`src/rtl/wptr_full_gen_pkg.sv`:
```
// wptr_full_gen_pkg: shared async-FIFO pointer constants and Gray conversion helpers
package wptr_full_gen_pkg;
  localparam int DEF_ADDR_WIDTH = 4;
  localparam int DEF_PTR_W = DEF_ADDR_WIDTH + 1;
  localparam int MAX_W = 16;
  function automatic logic [MAX_W-1:0] bin2gray(input logic [MAX_W-1:0] b);
    return b ^ (b >> 1);
  endfunction
  function automatic logic [MAX_W-1:0] gray2bin(input logic [MAX_W-1:0] g);
    logic [MAX_W-1:0] b;
    b[MAX_W-1] = g[MAX_W-1];
    for (int i = MAX_W - 2; i >= 0; i--) b[i] = b[i+1] ^ g[i];
    return b;
  endfunction
endpackage

```
`src/rtl/wptr_full_gen_if.sv`:
```
// wptr_full_gen_if: write-pointer in, full/level/Gray pointer out
interface wptr_full_gen_if import wptr_full_gen_pkg::*; #(
  parameter int ADDR_WIDTH = DEF_ADDR_WIDTH
);
  logic [ADDR_WIDTH:0] w_ptr;
  logic [ADDR_WIDTH:0] r_ptr_gray;
  logic [ADDR_WIDTH:0] w_level;
  logic [ADDR_WIDTH:0] w_ptr_gray;
  logic full_flag;
  logic almost_full;
  modport master (output w_ptr, r_ptr_gray, input full_flag, almost_full, w_level, w_ptr_gray);
  modport slave (input w_ptr, r_ptr_gray, output full_flag, almost_full, w_level, w_ptr_gray);
endinterface

```
`src/rtl/wptr_full_gen_ptr_sync.sv`:
```
// ptr_sync: multi-flop synchroniser chain for a Gray pointer crossing clock domains
module ptr_sync #(
  parameter int STAGES = 2,
  parameter int WIDTH = 5
) (
  input  logic clk,
  input  logic rst,
  input  logic [WIDTH-1:0] i_d,
  output logic [WIDTH-1:0] o_q
);
  logic [STAGES-1:0][WIDTH-1:0] r_chain;
  // plain shift chain, nothing between stages
  always_ff @(posedge clk)
    if (rst) r_chain <= '0;
    else r_chain <= {r_chain[STAGES-2:0], i_d};
  assign o_q = r_chain[STAGES-1];
endmodule

```
`src/rtl/wptr_full_gen.sv`:
```
// wptr_full_gen: write-domain Gray pointer, synchronised read pointer, full/almost_full/level
module wptr_full_gen import wptr_full_gen_pkg::*; #(
  parameter int ADDR_WIDTH = DEF_ADDR_WIDTH,
  parameter int ALMOST_FULL_LVL = 14,
  parameter int SYNC_STAGES = 2
) (
  input logic w_clk,
  input logic rst,
  wptr_full_gen_if.slave bus
);
  localparam int PTR_W = ADDR_WIDTH + 1;
  if (SYNC_STAGES < 2 || ALMOST_FULL_LVL < 1 || ALMOST_FULL_LVL > (1 << ADDR_WIDTH)) begin : g_bad_param
    $fatal(1, "wptr_full_gen: illegal SYNC_STAGES or ALMOST_FULL_LVL");
  end
  logic [PTR_W-1:0] w_ptr_next, w_gray_next, w_rptr_sync, w_rptr_bin, w_level_next;
  logic w_full_next;
  ptr_sync #(.STAGES(SYNC_STAGES), .WIDTH(PTR_W)) u_sync (
    .clk(w_clk),
    .rst(rst),
    .i_d(bus.r_ptr_gray),
    .o_q(w_rptr_sync)
  );
  // predict the counter's next value so flags land on the same edge as the pointer
  assign w_ptr_next = bus.full_flag ? bus.w_ptr : bus.w_ptr + 1'b1;
  assign w_gray_next = PTR_W'(bin2gray(MAX_W'(w_ptr_next)));
  assign w_rptr_bin = PTR_W'(gray2bin(MAX_W'(w_rptr_sync)));
  assign w_full_next = w_gray_next == {~w_rptr_sync[PTR_W-1 -: 2], w_rptr_sync[PTR_W-3:0]};
  assign w_level_next = w_ptr_next - w_rptr_bin;
  // register Gray pointer and flags from the predicted pointer
  always_ff @(posedge w_clk)
    if (rst) begin
      bus.w_ptr_gray <= '0;
      bus.full_flag <= 1'b0;
      bus.almost_full <= 1'b0;
      bus.w_level <= '0;
    end else begin
      bus.w_ptr_gray <= w_gray_next;
      bus.full_flag <= w_full_next;
      bus.almost_full <= w_level_next >= PTR_W'(ALMOST_FULL_LVL);
      bus.w_level <= w_level_next;
    end
endmodule

```
`src/flat_wrapper.sv`:
```
// flat-port wrapper written by rule: the top's interface ports become plain ports
module wptr_full_gen_flat import wptr_full_gen_pkg::*;
#(
  parameter int ADDR_WIDTH = DEF_ADDR_WIDTH,
  parameter int ALMOST_FULL_LVL = 14,
  parameter int SYNC_STAGES = 2
)
  (w_clk, rst, bus_w_ptr, bus_r_ptr_gray, bus_full_flag, bus_almost_full, bus_w_level, bus_w_ptr_gray);
  wptr_full_gen_if #(.ADDR_WIDTH(ADDR_WIDTH)) bus_i ();
  input logic w_clk;
  input logic rst;
  input wire logic [$bits(bus_i.w_ptr)-1:0] bus_w_ptr;
  input wire logic [$bits(bus_i.r_ptr_gray)-1:0] bus_r_ptr_gray;
  output wire logic [$bits(bus_i.full_flag)-1:0] bus_full_flag;
  output wire logic [$bits(bus_i.almost_full)-1:0] bus_almost_full;
  output wire logic [$bits(bus_i.w_level)-1:0] bus_w_level;
  output wire logic [$bits(bus_i.w_ptr_gray)-1:0] bus_w_ptr_gray;
  assign bus_i.w_ptr = bus_w_ptr;
  assign bus_i.r_ptr_gray = bus_r_ptr_gray;
  assign bus_full_flag = bus_i.full_flag;
  assign bus_almost_full = bus_i.almost_full;
  assign bus_w_level = bus_i.w_level;
  assign bus_w_ptr_gray = bus_i.w_ptr_gray;
  wptr_full_gen #(.ADDR_WIDTH(ADDR_WIDTH), .ALMOST_FULL_LVL(ALMOST_FULL_LVL), .SYNC_STAGES(SYNC_STAGES)) u_core (.w_clk(w_clk), .rst(rst), .bus(bus_i));
endmodule
```
`config.mk`:
```
export PLATFORM = sky130hd
export DESIGN_NAME = wptr_full_gen_flat
export DESIGN_NICKNAME = d
export VERILOG_FILES = /design/src/rtl/wptr_full_gen_pkg.sv /design/src/rtl/wptr_full_gen_if.sv /design/src/rtl/wptr_full_gen_ptr_sync.sv /design/src/rtl/wptr_full_gen.sv /design/src/flat_wrapper.sv
export SDC_FILE = /design/constraint.sdc
export NUM_CORES = 1
export LEC_CHECK = 0
export BUFFER_PORTS_ARGS = -buffer_cell sky130_fd_sc_hd__buf_2
export CORE_ASPECT_RATIO = 1.5
export CORE_MARGIN = 8
export CORE_UTILIZATION = 45
export DETAILED_ROUTE_END_ITERATION = 16
export PLACE_DENSITY = 0.69
export SLEW_MARGIN = 5
export SYNTH_ARGS = -nofsm -noshare
export SYNTH_HDL_FRONTEND = slang
export SYNTH_HIERARCHICAL = 1
export SYNTH_SLANG_ARGS = --single-unit
export TNS_END_PERCENT = 5
```
`constraint.sdc`:
```
create_clock -name w_clk -period 3.6 [get_ports w_clk]
set_clock_uncertainty 0.1 [all_clocks]
set_input_delay 0.72 -clock w_clk [delete_from_list [all_inputs] [get_ports w_clk]]
set_output_delay 0.72 -clock w_clk [all_outputs]
set_load 0.02 [all_outputs]
```
==> Implementation_results.wiki, run 1 <==
{| class="wikitable"
! Metric !! Value
|-
| Vert. Die Dim || ~75 um
|-
| Via count of the first global-routing pass || 729
|-
| Final count of negative-setup-slack endpoints || 0
|-
| Count of cell types in the netlist || 23
|-
| Arrival time of the worst setup path || between 2 and 3 ns
|-
| Worst setup path category || register to register
|-
| Count leader, synth || sky130_fd_sc_hd__dfxtp_1
|-
| Avg WL per Cell || ~12 um
|-
| Worst hold-check path type || register to register
|-
| Wire length after detailed routing || ~1.6 mm
|-
| Vias after detailed routing || about 680
|-
| Timing startpoint of the critical path || u_core/u_sync/o_q[4]
|-
| Total of flip-flops plus latches after synthesis || 22
|-
| CTS tree || built
|-
| Final max-slew violation count || 0
|-
| Final period demand of the worst path || between 2 and 3 ns
|-
| GP Congestion || 0.698
|-
| Highest-delay cell along the critical path || sky130_fd_sc_hd__fa_1
|-
| Post-Syn Nets || approximately 120
|-
| Portion of total power attributed to sequential cells || between 40 and 50%
|-
| Post-Synthesis Cell Area || 1040 um^2
|-
| Combinational group share of total power || a little under 30%
|-
| Commonest cells post-synth || sky130_fd_sc_hd__dfxtp_1 (22), sky130_fd_sc_hd__nor2b_1 (11), sky130_fd_sc_hd__xnor2_1 (11), sky130_fd_sc_hd__nor2_1 (9), sky130_fd_sc_hd__xor2_1 (9)
|-
| Number of rows created at floorplan || 21
|-
| Kind of launch point of the worst setup path || register
|-
| Reg clk slew, reported paths || between 0.1 and 0.15 ns
|-
| CP Data Required Time || around 3.7 ns
|-
| Seq/Total Area, Yosys || a little over two fifths
|-
| Power density over cell area || 490 nW/um^2
|-
| Internal power component || between 0.0004 and 0.0005 W
|-
| Placement-stage cell area || 1140 um^2
|-
| Post-synth ARST share || 0%
|-
| Detailed-routing iteration count for the pre-antenna-repair pass || 4
|-
| Placeable core region || about 2200 um^2
|-
| # diodes || 0
|-
| Clk network pwr share || roughly 22%
|-
| Maximum number of pins on one net before global-route repair || 23
|-
| Area Overhead vs Synth || 13.4%
|-
| Post-route antenna net violation count || 0
|-
| Cell accounting for the most synthesized area || sky130_fd_sc_hd__dfxtp_1
|-
| Worst vdd ir || 0.180 mV
|-
| Sw Ratio || 29.9%
|-
| Origin of the critical flop-to-flop path || u_core/u_sync/o_q[4]
|-
| Run status || complete, no violations
|-
| Quantity of I/O buffers inserted on ports || 23
|-
| CP cell instances || xnor2_1 -> xor2_1 -> xor2_1 -> xnor2_1 -> ha_1 -> inv_1 -> fa_1 -> a21o_1 -> a21oi_1 -> xor2_1 -> o32ai_1
|-
| Post-Synthesis Mean Instance Area || between 10 and 15 um^2
|-
| Hold_buf cts || 0
|-
| Critical path's most frequent cell || sky130_fd_sc_hd__xor2_1
|-
| Leakage Power || about 0.55 nW
|-
| Fin Hold WS || around 0.35 ns
|-
| Ys Warns || 6
|-
| I/O pin cnt || 24
|-
| Final design instance area without fill || around 1200 um^2
|-
| Highest Clock Rate || approximately 350 MHz
|-
| Clock latency reported for the late side of the worst-skew pair || 0.29 ns
|-
| Share of final-layout standard cells stronger than drive strength 1 || between 20% and 30%
|-
| Detailed-route DRC error count || 0
|-
| Slowest Stage Delay on Critical Path || approximately 0.46 ns
|-
| Vias per cell || approximately 4.8
|-
| Final worst path period share || roughly four fifths
|-
| Area fraction of the dominant cell type after synthesis || between 40% and 50%
|-
| Number of clock sinks seen by CTS || 22
|-
| Rel. slew slack || around two thirds
|-
| Largest cells by area after synthesis || sky130_fd_sc_hd__dfxtp_1 (42%), sky130_fd_sc_hd__xnor2_1 (9.3%), sky130_fd_sc_hd__xor2_1 (7.6%)
|-
| Hold Startpoint || u_core/u_sync/r_chain[2]
|-
| Reported max-cap violation count || 0
|-
| Worst setup EP type || register
|-
| Maximum buffer depth of the clock tree || 2
|-
| Total congestion overflow after global routing || 0
|-
| Number of enable-type register cells in the synthesized netlist || 0
|-
| Worst Path Max Fanout || 3
|-
| Worst Tran Pin Value || 0.498 ns
|-
| Buffer type at the clock tree root || sky130_fd_sc_hd__clkbuf_4
|-
| Hold Fails Final Rpt || 0
|-
| Number of clock buffers inserted by TritonCTS || 3
|-
| Reported net switching power || about 0.00017 W
|-
| Number of setup buffers added after CTS || 0
|-
| Power after layout || a little under 0.0006 W
|-
| Die ar. || approximately 4100 um^2
|-
| Cells after Synth || 97
|-
| First-pass GRT wire length || 2.80 mm
|-
| Least setup slack across all paths after layout || a little over 0.7 ns
|-
| Starting Density || between 40% and 50%
|-
| RSZ-0062 raised after global routing || false
|-
| DP Worst Slack || roughly 0.67 ns
|-
| X dimension of the die || about 55 um
|-
| Total routing usage reported by global routing || about 8.3%
|-
| Number of antenna violations at the first check in global routing || 0
|-
| H-Tree Depth || 1
|-
| Setup_tns || 0 ns
|-
| Violation count after the first detailed-routing iteration || 11
|-
| Flip-flop cell with the highest count after synthesis || sky130_fd_sc_hd__dfxtp_1
|-
| Number of gates given a new drive strength after cts || 0
|-
| Number of nets in the finished design || between 100 and 150
|-
| Detailed Place HPWL || between 1 and 1.5 mm
|}
==> layout by cell type (no fill, tap or decap), types with 2 or more instances in the layout <==
cell type and n:
sky130_fd_sc_hd__clkbuf_4 3, sky130_fd_sc_hd__a21o_1 3, sky130_fd_sc_hd__xnor2_1 11, sky130_fd_sc_hd__buf_2 23, sky130_fd_sc_hd__xor2_1 9, sky130_fd_sc_hd__nand2b_1 2
sky130_fd_sc_hd__a21oi_1 3, sky130_fd_sc_hd__ha_1 5, sky130_fd_sc_hd__inv_1 5, sky130_fd_sc_hd__dfxtp_1 22, sky130_fd_sc_hd__nor2_1 9, sky130_fd_sc_hd__nor2b_1 11
==> layer usage <==
metal  GRT usage, %  share of wire (%)  vias to the layer above  routed length [um]
li1               -                  -                      350                   -
met1           6.97                 35                      312                 565
met2           16.5                 58                       17                 946
met3           2.70                6.0                        2                  97
met4           4.95               0.98                        0                  16
met5              0                  0                        -                   0
==> critical path, delay by kind of cell (launching register included) <==
kind / cells / cell delay (ns)
buffers and inverters: 1 / 0.06
DFF: 1 / 0.35
AOI/OAI and AO/OA: 3 / 0.47
adders and majority gates: 2 / 0.62
xor gates and xnor gates: 5 / 1.17
==> stage by stage <==
stage                     instances  utilization (%)
after floorplan                  97                -
after global placement          137             51.8
after detailed placement        137             51.8
after CTS                       141             53.4
after global routing            141             53.4
final                           141             53.4
==> cell families after synthesis <==
| kind of cell | Yosys count | synth area share, % |
|---|---|---|
| AO/OA/AOI/OAI | 8 | 5.90 |
| multiplexers | 1 | 1.08 |
| AND/OR/NAND/NOR | 27 | 15.9 |
| XOR/XNOR | 22 | 21.1 |
| adder cells (fa/ha/maj) | 6 | 7.94 |
| buffers and inverters | 11 | 5.78 |
| flip-flops | 22 | 42.4 |
==> flip-flops by register name, indices dropped and copies added (netlist names) <==
signal                  count
u_core/bus.almost_full      1
u_core/bus.full_flag        1
u_core/bus.w_level          5
u_core/bus.w_ptr_gray       5
u_core/u_sync/o_q           5
u_core/u_sync/r_chain       5
==> path summary, 6_finish.rpt <==
kind	to	slack, ns	cells past startpoint
max	u_core/bus.almost_full	0.71	11
min	u_core/u_sync/o_q[2]	0.35	1
max reg2reg	u_core/bus.almost_full	0.71	11
min reg2reg	u_core/u_sync/o_q[2]	0.35	1
==> power by group through the flow <==
stage	clock (W)	combinational, W	sequential, W
2_1_floorplan	0	0.000100	0.000312
3_5_place_dp	0	0.000175	0.000284
6_report	0.000128	0.000172	0.000278
3_3_place_gp	0	0.000170	0.000283
4_1_cts	0.000136	0.000176	0.000278
5_1_grt	0.000144	0.000193	0.000280
==> cell type report <==
cell class | count | area (um^2)
clock buffer | 4 | 36.3
fill | 212 | 1030
inverter | 5 | 18.8
multi-input combinational | 64 | 539
sequential | 22 | 440
tap | 23 | 28.8
timing repair buffer | 23 | 115
Note: power is estimated with default switching activity, not from simulation.
==> run 2: changes to the inputs <==
- clock period: 3.6 -> 3 ns (I/O delays scaled with it)
==> Implementation_results.wiki, run 2 (synthesis results as in run 1) <==
{| class="wikitable"
! Metric !! Value
|-
| Run status || complete, no violations
|-
| Portion of total power attributed to sequential cells || 47.1% (-0.9 points)
|-
| X dimension of the die || 55.2 um (unchanged)
|-
| Final period demand of the worst path || 2.76 ns (-0.133 ns)
|-
| Rel. slew slack || 76.9% (+10 points)
|-
| RSZ-0062 raised after global routing || false
|-
| Detailed Place HPWL || 1.45 mm (+4.8%)
|-
| Fin Hold WS || 0.350 ns (+0.00106 ns)
|-
| Starting Density || 47.1% (unchanged)
|-
| Worst setup EP type || register
|-
| Placeable core region || 2210 um^2 (unchanged)
|-
| Quantity of I/O buffers inserted on ports || 23 (unchanged)
|-
| Timing startpoint of the critical path || u_core/u_sync/o_q[4]
|-
| CTS tree || built
|-
| Reported net switching power || 0.000213 W (+23%)
|-
| Final max-slew violation count || 0 (unchanged)
|-
| Sw Ratio || 30.1% (+0.18 points)
|-
| Crit path max-delay family || XOR/XNOR gates
|-
| Critical path's most frequent cell || sky130_fd_sc_hd__xor2_2
|-
| CP Data Required Time || 3.07 ns (-0.60 ns)
|-
| Commonest non-fill, non-tap cells in the layout || sky130_fd_sc_hd__buf_2 (23), sky130_fd_sc_hd__dfxtp_1 (22), sky130_fd_sc_hd__nor2b_1 (11)
|-
| Placed instance count || 139 (+1.5%)
|-
| DP Worst Slack || 0.0567 ns (-0.611 ns)
|-
| Area Overhead vs Synth || 18.4%
|-
| Number of antenna violations at the first check in global routing || 0 (unchanged)
|-
| Least setup slack across all paths after layout || 0.244 ns (-0.467 ns)
|-
| Worst hold-check path type || register to register
|-
| Via count of the first global-routing pass || 708 (-2.9%)
|-
| Stages on worst setup path || 11 (unchanged)
|-
| Hold Fails Final Rpt || 0 (unchanged)
|-
| Final worst path period share || 91.9% (+12 points)
|-
| Final count of negative-setup-slack endpoints || 0 (unchanged)
|-
| Number of buffers and inverters on the critical path || 1 (unchanged)
|-
| Total routing usage reported by global routing || 8.70% (+0.39 points)
|-
| Vert. Die Dim || 74.9 um (unchanged)
|-
| Avg WL per Cell || 12.1 um (+4.5%)
|-
| Worst Path Max Fanout || 3 (unchanged)
|-
| Slowest Stage Delay on Critical Path || 0.46 ns (about the same)
|-
| Buffer type at the clock tree root || sky130_fd_sc_hd__clkbuf_4
|-
| Leakage Power || 0.572 nW (+4.0%)
|-
| Total congestion overflow after global routing || 0 (unchanged)
|-
| H-Tree Depth || 1 (unchanged)
|-
| Reg clk slew, reported paths || 0.11 ns (about the same)
|-
| Arrival time of the worst setup path || 2.83 ns (-0.13 ns)
|-
| First-pass GRT wire length || 2.81 mm (+0.25%)
|-
| Highest-delay cell along the critical path || sky130_fd_sc_hd__fa_1
|-
| Vias per cell || 4.74 (-1.9%)
|-
| Origin of the critical flop-to-flop path || u_core/u_sync/o_q[4]
|-
| Reported max-cap violation count || 0 (unchanged)
|-
| GP Congestion || 0.782 (+12%)
|-
| Util after Layout || 55.8% (+2.4 points)
|-
| Clock latency reported for the late side of the worst-skew pair || 0.30 ns (about the same)
|-
| Maximum buffer depth of the clock tree || 2 (unchanged)
|-
| Number of nets in the finished design || 141 (+2.9%)
|-
| Worst Tran Pin Value || 0.347 ns (-0.151 ns)
|-
| Violation count after the first detailed-routing iteration || 1 (-10)
|-
| Depth of the most critical reg-to-reg path || 11 (unchanged)
|-
| Worst setup path end || u_core/bus.almost_full
|-
| Number of clock sinks seen by CTS || 22 (unchanged)
|-
| Worst setup path category || register to register
|-
| Maximum number of pins on one net before global-route repair || 23 (unchanged)
|-
| Detailed-route DRC error count || 0 (unchanged)
|-
| Worst vdd ir || 0.253 mV (+41%)
|-
| Hold_buf cts || 0 (unchanged)
|-
| Flop2flop setup slack || 0.24 ns (-0.47 ns)
|-
| Internal power component || 0.000496 W (+22%)
|-
| Finished Layout Cells || 145 (+2.8%)
|-
| Wire length after detailed routing || 1.75 mm (+7.5%)
|-
| Share of final-layout standard cells stronger than drive strength 1 || 32.8% (+4.8 points)
|-
| Power density over cell area || 576 nW/um^2 (+17%)
|-
| I/O pin cnt || 24 (unchanged)
|-
| Vias after detailed routing || 687 (+0.88%)
|-
| CP cell instances || xnor2_2 -> xor2_2 -> xor2_2 -> xnor2_1 -> ha_1 -> inv_1 -> fa_1 -> a21o_1 -> a21oi_1 -> xor2_1 -> o32ai_1
|-
| Detailed-routing iteration count for the pre-antenna-repair pass || 2 (-2)
|-
| Number of rows created at floorplan || 21 (unchanged)
|-
| # diodes || 0 (unchanged)
|-
| Critical register-to-register path endpoint || u_core/bus.almost_full
|-
| Die ar. || 4140 um^2 (unchanged)
|-
| Highest Clock Rate || 363 MHz (+4.8%)
|-
| Combinational group share of total power || 31.0% (+1.3 points)
|-
| Leading cell type in the layout, fill and taps excluded || sky130_fd_sc_hd__buf_2
|-
| Post-route antenna net violation count || 0 (unchanged)
|-
| Setup_tns || 0 ns (unchanged)
|-
| Clk network pwr share || 21.9% (-0.3 points)
|-
| Kind of launch point of the worst setup path || register
|-
| Number of clock buffers inserted by TritonCTS || 3 (unchanged)
|}
[run 2: cell count changes in the layout (fill, tap and decap cells not counted), sizes merged]
cell / previous run / this run
buf: 23 / 27
[run 2: through the flow]
step / total power, W / cell area, um^2
after floorplan: 0.000495 / 1040
after global placement: 0.000549 / 1160
after detailed placement: 0.000555 / 1160
after CTS: 0.000712 / 1190
after global routing: 0.000756 / 1230
final: 0.000709 / 1230
[run 2: final cells by class]
| class | count | area, um^2 |
|---|---|---|
| clock buffers | 4 | 36.3 |
| well taps | 23 | 28.8 |
| multi-input cells | 64 | 562 |
| inverters | 5 | 18.8 |
| fillers | 200 | 976 |
| flip-flops and latches | 22 | 440 |
| repair buffers | 27 | 145 |
[run 2: timing repair]
item	in CTS	in global routing
buffers inserted	0	2
endpoints found under the setup margin	0	2
resized for setup	0	3
[run 2: power by group through the flow]
stage               sequential (W)  clock [W]  combinational (W)
global placement          0.000340          0           0.000209
floorplan                 0.000375          0           0.000120
CTS                       0.000334   0.000162           0.000215
finish                    0.000334   0.000155           0.000220
detailed placement        0.000341          0           0.000215
global route              0.000336   0.000177           0.000243
[run 2: how the worst min path moves through the flow]
stage,startpoint,slack (ns),to,cells after the start
2_1_floorplan,u_core/u_sync/r_chain[0],0.31,u_core/u_sync/o_q[0],1
3_3_place_gp,u_core/u_sync/r_chain[3],0.32,u_core/u_sync/o_q[3],1
3_5_place_dp,u_core/u_sync/r_chain[1],0.33,u_core/u_sync/o_q[1],1
4_1_cts,u_core/u_sync/r_chain[1],0.36,u_core/u_sync/o_q[1],1
5_1_grt,u_core/u_sync/r_chain[4],0.37,u_core/u_sync/o_q[4],1
6_report,u_core/u_sync/r_chain[1],0.35,u_core/u_sync/o_q[1],1
[run 2: worst register-to-register path, stage by stage (launching register included)]
cell and delay [ns]:
sky130_fd_sc_hd__dfxtp_1 0.36, sky130_fd_sc_hd__xnor2_2 0.23, sky130_fd_sc_hd__xor2_2 0.22, sky130_fd_sc_hd__xor2_2 0.20, sky130_fd_sc_hd__xnor2_1 0.14, sky130_fd_sc_hd__ha_1 0.16, sky130_fd_sc_hd__inv_1 0.07, sky130_fd_sc_hd__fa_1 0.46
sky130_fd_sc_hd__a21o_1 0.19, sky130_fd_sc_hd__a21oi_1 0.17, sky130_fd_sc_hd__xor2_1 0.20, sky130_fd_sc_hd__o32ai_1 0.12
[run 2: metal layers]
metal  GRT usage, %  vias up  wire [um]  share of wire [%]
met1           6.40      311        583                 33
met4           6.59        0         49                2.8
met3           3.37        4        111                6.4
met2           17.4       17       1010                 57
met5              0        -          0                  0
li1               -      355          -                  -
